$ cat config.mk
export PLATFORM = sky130hd
export DESIGN_NAME = pim_mac_sequencer
export DESIGN_NICKNAME = d
export VERILOG_FILES = /design/src/rtl/pim_pkg.sv /design/src/rtl/pim_mac_sequencer.sv
export SDC_FILE = /design/constraint.sdc
export NUM_CORES = 1
export LEC_CHECK = 0
export ABC_AREA = 0
export BUFFER_PORTS_ARGS = -buffer_cell sky130_fd_sc_hd__buf_2
export CAP_MARGIN = 20
export CORE_UTILIZATION = 40
export DETAILED_ROUTE_END_ITERATION = 6
export HOLD_SLACK_MARGIN = 0.05
export PLACE_DENSITY = 0.71
export SLEW_MARGIN = 15
export SYNTH_ARGS = -nofsm -noshare
export SYNTH_HDL_FRONTEND = slang
export SYNTH_SLANG_ARGS = --single-unit
$ cat constraint.sdc
create_clock -name clk -period 1.8 [get_ports clk]
set_clock_uncertainty 0.1 [all_clocks]
set_input_delay 0 -clock clk [delete_from_list [all_inputs] [get_ports clk]]
set_output_delay 0 -clock clk [all_outputs]
set_load 0.05 [all_outputs]
$ cat src/rtl/pim_pkg.sv
// pim_pkg: command opcodes and FSM state encodings shared by the PIM MAC sequencer.
package pim_pkg;
  localparam logic [1:0] OP_WRITE   = 2'b00;
  localparam logic [1:0] OP_READ    = 2'b01;
  localparam logic [1:0] OP_MAC     = 2'b10;
  localparam logic [1:0] OP_ILLEGAL = 2'b11;
  localparam logic [2:0] S_IDLE     = 3'd0;
  localparam logic [2:0] S_WRITE    = 3'd1;
  localparam logic [2:0] S_READ     = 3'd2;
  localparam logic [2:0] S_READ_CAP = 3'd3;
  localparam logic [2:0] S_MAC      = 3'd4;
  localparam logic [2:0] S_DRAIN    = 3'd5;
  localparam logic [2:0] S_CAPTURE  = 3'd6;
  localparam logic [2:0] S_RESP     = 3'd7;
endpackage

$ cat src/rtl/pim_mac_sequencer.sv
// pim_mac_sequencer: sequences WRITE/READ/MAC commands onto a PIM array and returns one response each.
// Optional PIM_SEQ_PERF_EN adds perf_mac_cnt / perf_busy_cnt counters.
import pim_pkg::*;
module pim_mac_sequencer #(
  parameter int DWIDTH = 32,
  parameter int AWIDTH = 16,
  parameter int PWIDTH = 32
) (
  input  logic              clk,
  input  logic              rst,
  input  logic              cmd_valid,
  output logic              cmd_ready,
  input  logic [1:0]        cmd_op,
  input  logic [AWIDTH-1:0] cmd_addr,
  input  logic [PWIDTH-1:0] cmd_wdata,
  input  logic [4:0]        cmd_bits,
  output logic              rsp_valid,
  input  logic              rsp_ready,
  output logic [DWIDTH-1:0] rsp_data,
  output logic              rsp_err,
  output logic [AWIDTH-1:0] pim_addr,
  output logic [PWIDTH-1:0] pim_d,
  output logic              pim_w_en,
  output logic              pim_p_en,
  input  logic [PWIDTH-1:0] pim_q,
  input  logic [DWIDTH-1:0] pim_mac_out
`ifdef PIM_SEQ_PERF_EN
  ,output logic [31:0]      perf_mac_cnt,
  output logic [31:0]       perf_busy_cnt
`endif
);
  logic [2:0]        r_state, w_next;
  logic [5:0]        r_cnt;
  logic [AWIDTH-1:0] r_addr;
  logic [PWIDTH-1:0] r_d;
  logic [DWIDTH-1:0] r_data;
  logic              r_err, r_is_mac, w_accept;
  assign cmd_ready = r_state == S_IDLE;
  assign w_accept  = cmd_valid && cmd_ready;
  assign rsp_valid = r_state == S_RESP;
  assign rsp_data  = r_data;
  assign rsp_err   = r_err;
  assign pim_addr  = r_addr;
  assign pim_d     = r_d;
  assign pim_w_en  = r_state == S_WRITE;
  assign pim_p_en  = r_state == S_MAC;
  always_comb begin
    w_next = r_state;
    case (r_state)
      S_IDLE:     if (cmd_valid)
                    w_next = cmd_op == OP_WRITE ? S_WRITE :
                             cmd_op == OP_READ  ? S_READ  :
                             cmd_op == OP_MAC   ? S_MAC   : S_RESP;
      S_WRITE:    w_next = S_RESP;
      S_READ:     w_next = S_READ_CAP;
      S_READ_CAP: w_next = S_RESP;
      S_MAC:      w_next = r_cnt == 6'd1 ? S_DRAIN : S_MAC;
      S_DRAIN:    w_next = S_CAPTURE;
      S_CAPTURE:  w_next = S_RESP;
      S_RESP:     w_next = rsp_ready ? S_IDLE : S_RESP;
      default:    w_next = S_IDLE;
    endcase
  end
  // 6-bit count so cmd_bits=0 loads 32 without wrapping
  always_ff @(posedge clk) begin
    if (rst) begin
      r_state  <= S_IDLE;
      r_cnt    <= '0;
      r_addr   <= '0;
      r_d      <= '0;
      r_data   <= '0;
      r_err    <= 1'b0;
      r_is_mac <= 1'b0;
    end else begin
      r_state <= w_next;
      if (w_accept) begin
        r_cnt    <= cmd_bits == 5'd0 ? 6'd32 : {1'b0, cmd_bits};
        r_data   <= '0;
        r_err    <= cmd_op == OP_ILLEGAL;
        r_is_mac <= cmd_op == OP_MAC;
        if (cmd_op == OP_WRITE || cmd_op == OP_READ) r_addr <= cmd_addr;
        if (cmd_op == OP_WRITE) r_d <= cmd_wdata;
      end
      if (r_state == S_MAC) r_cnt <= r_cnt - 6'd1;
      if (r_state == S_READ_CAP) r_data <= DWIDTH'(pim_q);
      if (r_state == S_CAPTURE) r_data <= pim_mac_out;
    end
  end
`ifdef PIM_SEQ_PERF_EN
  logic [31:0] r_perf_mac, r_perf_busy;
  always_ff @(posedge clk) begin
    if (rst) begin
      r_perf_mac  <= '0;
      r_perf_busy <= '0;
    end else begin
      if (r_state != S_IDLE) r_perf_busy <= r_perf_busy + 32'd1;
      if (r_state == S_RESP && rsp_ready && r_is_mac) r_perf_mac <= r_perf_mac + 32'd1;
    end
  end
  assign perf_mac_cnt  = r_perf_mac;
  assign perf_busy_cnt = r_perf_busy;
`endif
endmodule

### Word-level counts from Yosys, hierarchy flattened

Index checks and enable logic that the tools add are counted.

* add/subtract/negate cells: 1
* $mul: 0
* div/mod/pow operators: 0
* magnitude comparators: 0
* equality and inequality tests: 12
* shift operators: 0
* mux-type cells: 13
* bitwise logic cells: 0
* reduce and logical (&&, ||, !) cells: 10

Operators with widths (count)
* 32-bit two-way mux: 3
* 6-bit two-way mux: 3
* 3-bit case mux with 6 select lines: 1
* 3-bit equality test, second input constant: 4
* 3-bit two-way mux: 4
* 3-bit by 2-bit equality test with 1-bit output, second input constant: 2
* 6-bit by 1-bit equality test with 1-bit output, second input constant: 1
* 6-bit by 1-bit subtractor with 6-bit output, second input constant: 1
* 5-bit logical NOT: 1
* 2-bit equality test, second input constant: 2
* 2-bit AND reduction: 2
* 3-bit by 1-bit equality test with 1-bit output, second input constant: 1
* 3-bit logical NOT: 1
* 3-bit nonzero test: 1
* 3-bit OR reduction: 1
* 2-bit by 1-bit equality test with 1-bit output, second input constant: 1
* 2-bit logical NOT: 1
* 2-bit two-way mux: 1
* 2-bit inequality test, second input constant: 1
* 2-bit nonzero test: 1
* 1-bit logical AND: 1
* 1-bit logical OR: 1
* 1-bit two-way mux: 1

* register bits: 90
* latch bits: 0
* RAM bits: 0
* ROM bits: 0
* output and inout bits: 85
* memories kept: 0

### Depth between registers and ports, before layout

Gate-level depths: netlist (run 1).

* depth in word-level cells: 6
* mapped depth: 8
* gate-level depth less buffers: 5

### Worst setup path after synthesis (run 1)

No wires, ideal clock.

* path type: register to output
* start: register r_state[2]
* end: output port cmd_ready
* arrival: 1787 ps
* slack: -87 ps
* stages on the path, launching flop included: 4
* cell sequence: dfxtp_1 -> buf_2 -> clkbuf_1 -> nor3_1

* longest elaborated chain between the ends: 1

Ends and longest elaborated chain
* start, declared: line pim_mac_sequencer.sv:32 `logic [2:0] r_state, w_next;`
* start signal, assigned: line pim_mac_sequencer.sv:75 `r_state <= w_next;`
* 3-bit logical NOT: line pim_mac_sequencer.sv:38 `assign cmd_ready = r_state == S_IDLE;`
* end, declared: line pim_mac_sequencer.sv:12 `output logic cmd_ready,`

Every way passes these cells.

### Final worst setup path (run 1)

* start: register r_state[0]
* end: register r_data[12] (netlist: rsp_data[12])

* longest elaborated chain between the ends: 3
* elaborated cells between the ends (all ways): 7

Ends and longest elaborated chain
* 3-bit by 2-bit equality test with 1-bit output or 3-bit logical NOT (tied branches): line pim_mac_sequencer.sv:85, pim_mac_sequencer.sv:38
* 32-bit two-way mux or 1-bit logical AND (tied branches): line pim_mac_sequencer.sv:85, pim_mac_sequencer.sv:39
* 32-bit two-way mux or 3-bit nonzero test (tied branches)
* end signal, assigned: line pim_mac_sequencer.sv:85 `if (r_state == S_READ_CAP) r_data <= DWIDTH'(pim_q);`
* end signal, assigned: line pim_mac_sequencer.sv:86 `if (r_state == S_CAPTURE) r_data <= pim_mac_out;`
* end, declared: line pim_mac_sequencer.sv:36 `logic [DWIDTH-1:0] r_data;`

Several ways; a longest one is shown, not always the timed one.
A chain may end at the register's enable or synchronous reset.

==> out/metrics.cfg, run 1 <==
[min_path]
min_path_cells = 6
min_path_type = input pin to flip-flop
hold_end = r_state[1]
hp-start = cmd_op[0]

[routing]
routedWlPerCell_um = 16.0
drc_errors = 0
via_per_inst = 5.43
drt_iter0_markers = 219
drtAntennaViolNets = 0
wl_um = 14600
vias = 4972
drtPass1Iterations = 7

[placed_design]
dp_slack_ns = -0.0569
io_buffers = 207
dp_cells = 775
finalWeightedCongestion = 0.815
dp_hpwl_um = 8110

[yosys]
synth_seq_area_share_pct = 44.2
syn_nets = 596
syn_inst = 467
ys.flop_type = dfxtp_1
ys_ff_latch = 90
synth.avg_cell_area_um2 = 8.72
syn_area_um2 = 4070
async_flop_share_pct = 0
yosysWarningCount = 0
yosys.cell_types.count = 47
ys_top_cells_by_area = dfxtp_1 (44%), a21oi_1 (6.4%), nand3_1 (6.1%), nand3b_1 (6.1%), o21ai_1 (5.9%)
synth_edf_count = 0
synth_top_cell_area_share_pct = 44.2
yosysTopAreaCell = dfxtp_1

[global_route]
grt_pass1_vias = 4711
grt_pass1_wl_um = 22000
antenna_found_initial = 0
grt_max_degree = 43
grt-ovfl-total = 0
grt.total_usage_pct = 26.7

[critical_path]
crit_type = flip-flop to flip-flop
cp-start-kind = flip-flop
required_ns = 1.92
reg2reg_slack_ns = 0.07
crit_arrival_ns = 1.85
cp_max_fo = 16
r2r_cells = 5
cp-end-kind = flip-flop
r2r-end = rsp_data[12]
timing.rr.start = r_state[0]

[layout]
final_common_cell = buf_2
regArea_um2 = 1800
nets = 906
final_util_pct = 69.0
fill_cells = 758
drive_above_1_share_pct = 33.9
n_antenna_cell = 0
layout_common_cells = buf_2 (206), dlygate4sd3_1 (122), dfxtp_1 (89)
synthToLayoutAreaGrowth_pct = 66.5
multi_input_area_um2 = 1990
fin_cells = 915

[sta]
slew_headroom_pct = 47.2
finalSetupViolCount = 0
report.final.slew_viol_count = 0
setup_slack_ns = 0.0676
hold_violations = 0
fin_crit_sh_pct = 96.2
holdWs_ns = 0.0983
tns_ns = 0
worstMarginPinSlew_ns = 0.790
fin_crit_ns = 1.73
clock.fmax_mhz = 577

[power_and_ir_drop]
pwr-share-clk_pct = 26.5
p_per_area_nw_per_um2 = 840
ir_drop_uv = 456
p_switching_w = 0.00198
p_sw_share_pct = 34.8
leakagePower_nw = 2.93
p_comb_share_pct = 34.5
p_int_w = 0.00372
power_frac_seq_pct = 39.0

[clock_tree]
clock_sink_count = 90
cts_buffers = 9
cts_htree_levels = 3
cts_max_path_buffers = 2
root_buffer = clkbuf_8
cts.clk_slew.worst_paths_ns = 0.09
clock_latency_ns = 0.35
cts_tree = done

[run_status]
outcome = finished, final reports clean

[floorplanning]
initial_core_util_pct = 41.5
num_rows = 36
die_x_um = 103
io_pins = 208
fp.dieH_um = 103
die-area_um2 = 10600
core_area_um2 = 9820

[flow_run]
maxCapViolations = 0

## through the flow
step,total power [W],cell area [um2]
final,0.00569,6780
after global placement,0.00388,5260
after CTS,0.00565,6720
after floorplan,0.00343,4080
after global routing,0.00597,6780
after detailed placement,0.00392,5270
## power groups by stage
stage	sequential, W	clock (W)	combinational (W)
finish	0.00222	0.00151	0.00196
detailed placement	0.00226	0	0.00166
global route	0.00224	0.00163	0.00210
floorplan	0.00257	0	0.000856
CTS	0.00222	0.00156	0.00187
global placement	0.00226	0	0.00162
## logic make-up after synthesis
kind of cell	synth area share, %
AOI/OAI and AO/OA	26.5
DFF	44.2
buffers and inverters	7.80
and+or+nand+nor	18.9
adders and majority gates	1.84
muxes	0.768
## metal layers
| metal | vias to the layer above | global-route usage (%) | share of wire, % |
|---|---|---|---|
| met4 | 0 | 13.2 | 3.2 |
| met2 | 284 | 46.1 | 49 |
| met3 | 45 | 5.69 | 9.0 |
| met5 | - | 0 | 0 |
| met1 | 2297 | 31.5 | 39 |
| li1 | 2346 | - | - |
## flip-flops by register name, summed over array words and instances, names as in the netlist
name / count
rsp_data: 32
r_state: 3
pim_d: 32
r_cnt: 6
rsp_err: 1
pim_addr: 16
## synthesized netlist by cell type (all sizes together) (6+ instances only)
cell type,number
o21ai,48
inv,9
nor2,6
nand3b,33
clkbuf,27
a22oi,32
nand2,7
o22ai,32
nand3,50
ha,6
a21oi,53
buf,28
dfxtp,90
## worst max-delay path: stages (launching register included)
cell and delay (ns):
dfxtp_2 0.38, buf_4 0.19, or3b_4 0.42, a21oi_4 0.20, buf_12 0.18, o22ai_1 0.11
## repair_timing
item | 4_1_cts | 5_1_grt
endpoints found under the setup margin | 71 | 33
cloned | 0 | 1
resized for setup | 4 | 7
buffers inserted | 0 | 1
hold endpoints to repair | 89 | 0
hold buffers | 122 | 0
pin swaps | 0 | 3
## how the worst max path moves through the flow
| stage | start | end | slack (ns) |
|---|---|---|---|
| 2_1_floorplan | r_state[0] | r_cnt[1] | 0.19 |
| 3_3_place_gp | r_state[0] | rsp_data[31] | -0.1 |
| 3_5_place_dp | r_state[0] | pim_addr[13] | -0.06 |
| 4_1_cts | r_state[0] | pim_p_en | 0.02 |
| 5_1_grt | r_state[0] | pim_p_en | -0.004 |
| 6_report | r_state[0] | rsp_data[12] | 0.07 |
## layout make-up
class                   instances  area share, %
repair buffers                354           37.9
clock inverters                 7           1.38
clock buffers                   9           1.83
flip-flops and latches         90           26.6
multi-input cells             313           29.3
well taps                     133           2.45
inverters                       9          0.498
No activity file was read; power rests on OpenSTA's default activity.
==> run 2, diff against run 1 <==
--- a/config.mk
+++ b/config.mk
@@ -11,7 +11,7 @@
 export CORE_UTILIZATION = 40
 export DETAILED_ROUTE_END_ITERATION = 6
 export HOLD_SLACK_MARGIN = 0.05
-export PLACE_DENSITY = 0.71
+export PLACE_DENSITY = 0.75
 export SLEW_MARGIN = 15
 export SYNTH_ARGS = -nofsm -noshare
 export SYNTH_HDL_FRONTEND = slang
==> constraint.sdc (replaced) <==
create_clock -name clk -period 1.6 [get_ports clk]
set_clock_uncertainty 0.1 [all_clocks]
set_input_delay 0 -clock clk [delete_from_list [all_inputs] [get_ports clk]]
set_output_delay 0 -clock clk [all_outputs]
set_load 0.05 [all_outputs]
==> out/metrics.cfg, run 2 (synthesis results as in run 1) <==
[routing]
drc_errors = 0  ; unchanged
drtPass1Iterations = 5  ; -2
drtAntennaViolNets = 0  ; unchanged
wl_um = 18800  ; +29%
routedWlPerCell_um = 19.9  ; +25%
vias = 5331  ; +7.2%
drt_iter0_markers = 302  ; +38%
via_per_inst = 5.64  ; +3.7%

[clock_tree]
cts_buffers = 9  ; unchanged
clock_latency_ns = 0.36  ; about the same
cts_tree = done
cts.clk_slew.worst_paths_ns = 0.10  ; about the same
root_buffer = clkbuf_8
clock_sink_count = 90  ; unchanged
cts_htree_levels = 3  ; unchanged
cts_max_path_buffers = 2  ; unchanged

[layout]
multi_input_area_um2 = 2720  ; +37%
synthToLayoutAreaGrowth_pct = 94.4
drive_above_1_share_pct = 49.9  ; +16 points
final_common_cell = buf_2
nets = 936  ; +3.3%
regArea_um2 = 1810  ; +0.42%
fill_cells = 560  ; -26%
layout_common_cells = buf_2 (204), dlygate4sd3_1 (121), dfxtp_1 (85)
final_util_pct = 80.6  ; +12 points

[global_route]
grt_pass1_wl_um = 24500  ; +11%
grt_pass1_vias = 5204  ; +10%
grt.total_usage_pct = 29.8  ; +3.0 points
grt_max_degree = 40  ; -7.0%
grt-ovfl-total = 0  ; unchanged
antenna_found_initial = 1  ; +1

[placed_design]
dp_hpwl_um = 8430  ; +3.9%
dp_slack_ns = -0.199  ; -0.142 ns
io_buffers = 207  ; unchanged
finalWeightedCongestion = 0.831  ; +2.1%

[sta]
clock.fmax_mhz = 569
worstMarginPinSlew_ns = 0.653  ; -0.137 ns
finalSetupViolCount = 64  ; +64
fin_crit_ns = 1.76
fin_crit_sh_pct = 110
slew_headroom_pct = 56.5  ; +9.3 points
report.final.slew_viol_count = 0  ; unchanged
setup_slack_ns = -0.156  ; -0.224 ns
tns_ns = -4.64  ; -4.64 ns
hold_violations = 0  ; unchanged
grt_setup_unrepaired = true

[critical_path]
cp-start-kind = input pin
cp_max_fo = 32  ; +16
r2r-end = rsp_data[2]
max_stage_delay_ns = 0.55  ; +0.13 ns
crit_path_cell_trace = dlygate4sd3_1, buf_2, inv_1, ha_1, buf_4, nand3_2, a21oi_2
r2r_cells = 6  ; +1
cp_slowest_cell = dlygate4sd3_1
required_ns = 1.79  ; -0.13 ns
cp-end-kind = flip-flop
timing.rr.start = r_state[0]
reg2reg_slack_ns = -0.13  ; -0.20 ns
crit_type = input pin to flip-flop
crit_arrival_ns = 1.95  ; +0.10 ns

[floorplanning]
num_rows = 36  ; unchanged
die_x_um = 103  ; unchanged
die-area_um2 = 10600  ; unchanged
core_area_um2 = 9820  ; unchanged
io_pins = 208  ; unchanged
initial_core_util_pct = 41.5  ; unchanged
fp.dieH_um = 103  ; unchanged

[min_path]
hp-start = cmd_bits[4]
min_path_cells = 4  ; -2
hold_end = r_cnt[5]
min_path_type = input pin to flip-flop

[power_and_ir_drop]
p_per_area_nw_per_um2 = 909  ; +8.2%
ir_drop_uv = 715  ; +57%
leakagePower_nw = 3.21  ; +9.7%

[run_status]
violations = negative setup slack
outcome = finished, violations left

[flow_run]
maxCapViolations = 0  ; unchanged

## run 2: critical path: cells and delay by family
kind,cells,cell delay [ns]
and+or+nand+nor,1,0.19
adders and majority gates,1,0.20
buffers and inverters,4,1.32
AOI/OAI and AO/OA,1,0.20
## run 2: worst max-delay path by stage
stage | depth (start not counted) | slack [ns] | start | to
CTS | 6 | -0.10 | r_state[1] | rsp_data[25]
floorplan | 6 | 0.02 | r_state[1] | pim_addr[10]
detailed placement | 4 | -0.20 | r_state[2] | pim_addr[15]
finish | 7 | -0.16 | cmd_op[1] | pim_d[24]
global route | 7 | -0.20 | cmd_op[1] | pim_addr[7]
global placement | 4 | -0.40 | r_state[0] | rsp_data[18]
## run 2: what timing repair did
| action | in CTS | in global routing |
|---|---|---|
| pin swaps | 22 | 97 |
| gates resized for setup | 46 | 131 |
| setup buffers | 14 | 3 |
| gates cloned | 6 | 4 |
| hold buffers | 120 | 1 |
| setup endpoints to repair | 90 | 82 |
| endpoints found under the hold margin | 90 | 2 |
## run 2: cell type report
type	count	area share (%)
repair buffers	383	37.6
multi-input cells	314	34.3
flip-flops and latches	90	22.9
well taps	133	2.10
clock buffers	10	1.74
clock inverters	6	0.901
inverters	9	0.427
diodes	1	0.0316
## run 2: metrics by stage
stage          instances  cell area, um2  total power (W)  hold WS [ns]
2_1_floorplan        467            4080          0.00386        0.0477
4_1_cts              939            7190          0.00673       0.00262
5_1_grt              946            7920          0.00745        0.0556
3_3_place_gp         783            5340          0.00442         0.153
3_5_place_dp         783            5340          0.00447         0.158
6_report             946            7920          0.00720        0.0620
## run 2: report_power, final
group / internal, W / switching, W / leakage (nW)
sequential: 0.00240 / 0.000122 / 0.732
clock: 0.000780 / 0.000889 / 0.0995
combinational: 0.00134 / 0.00167 / 2.38
## run 2: routing by layer
layer	vias up	global-route usage, %	wire [um]
li1	2429	-	-
met1	2528	32.5	7160
met2	328	53.9	9450
met3	46	8.00	1680
met4	0	13.1	530
met5	-	0	0
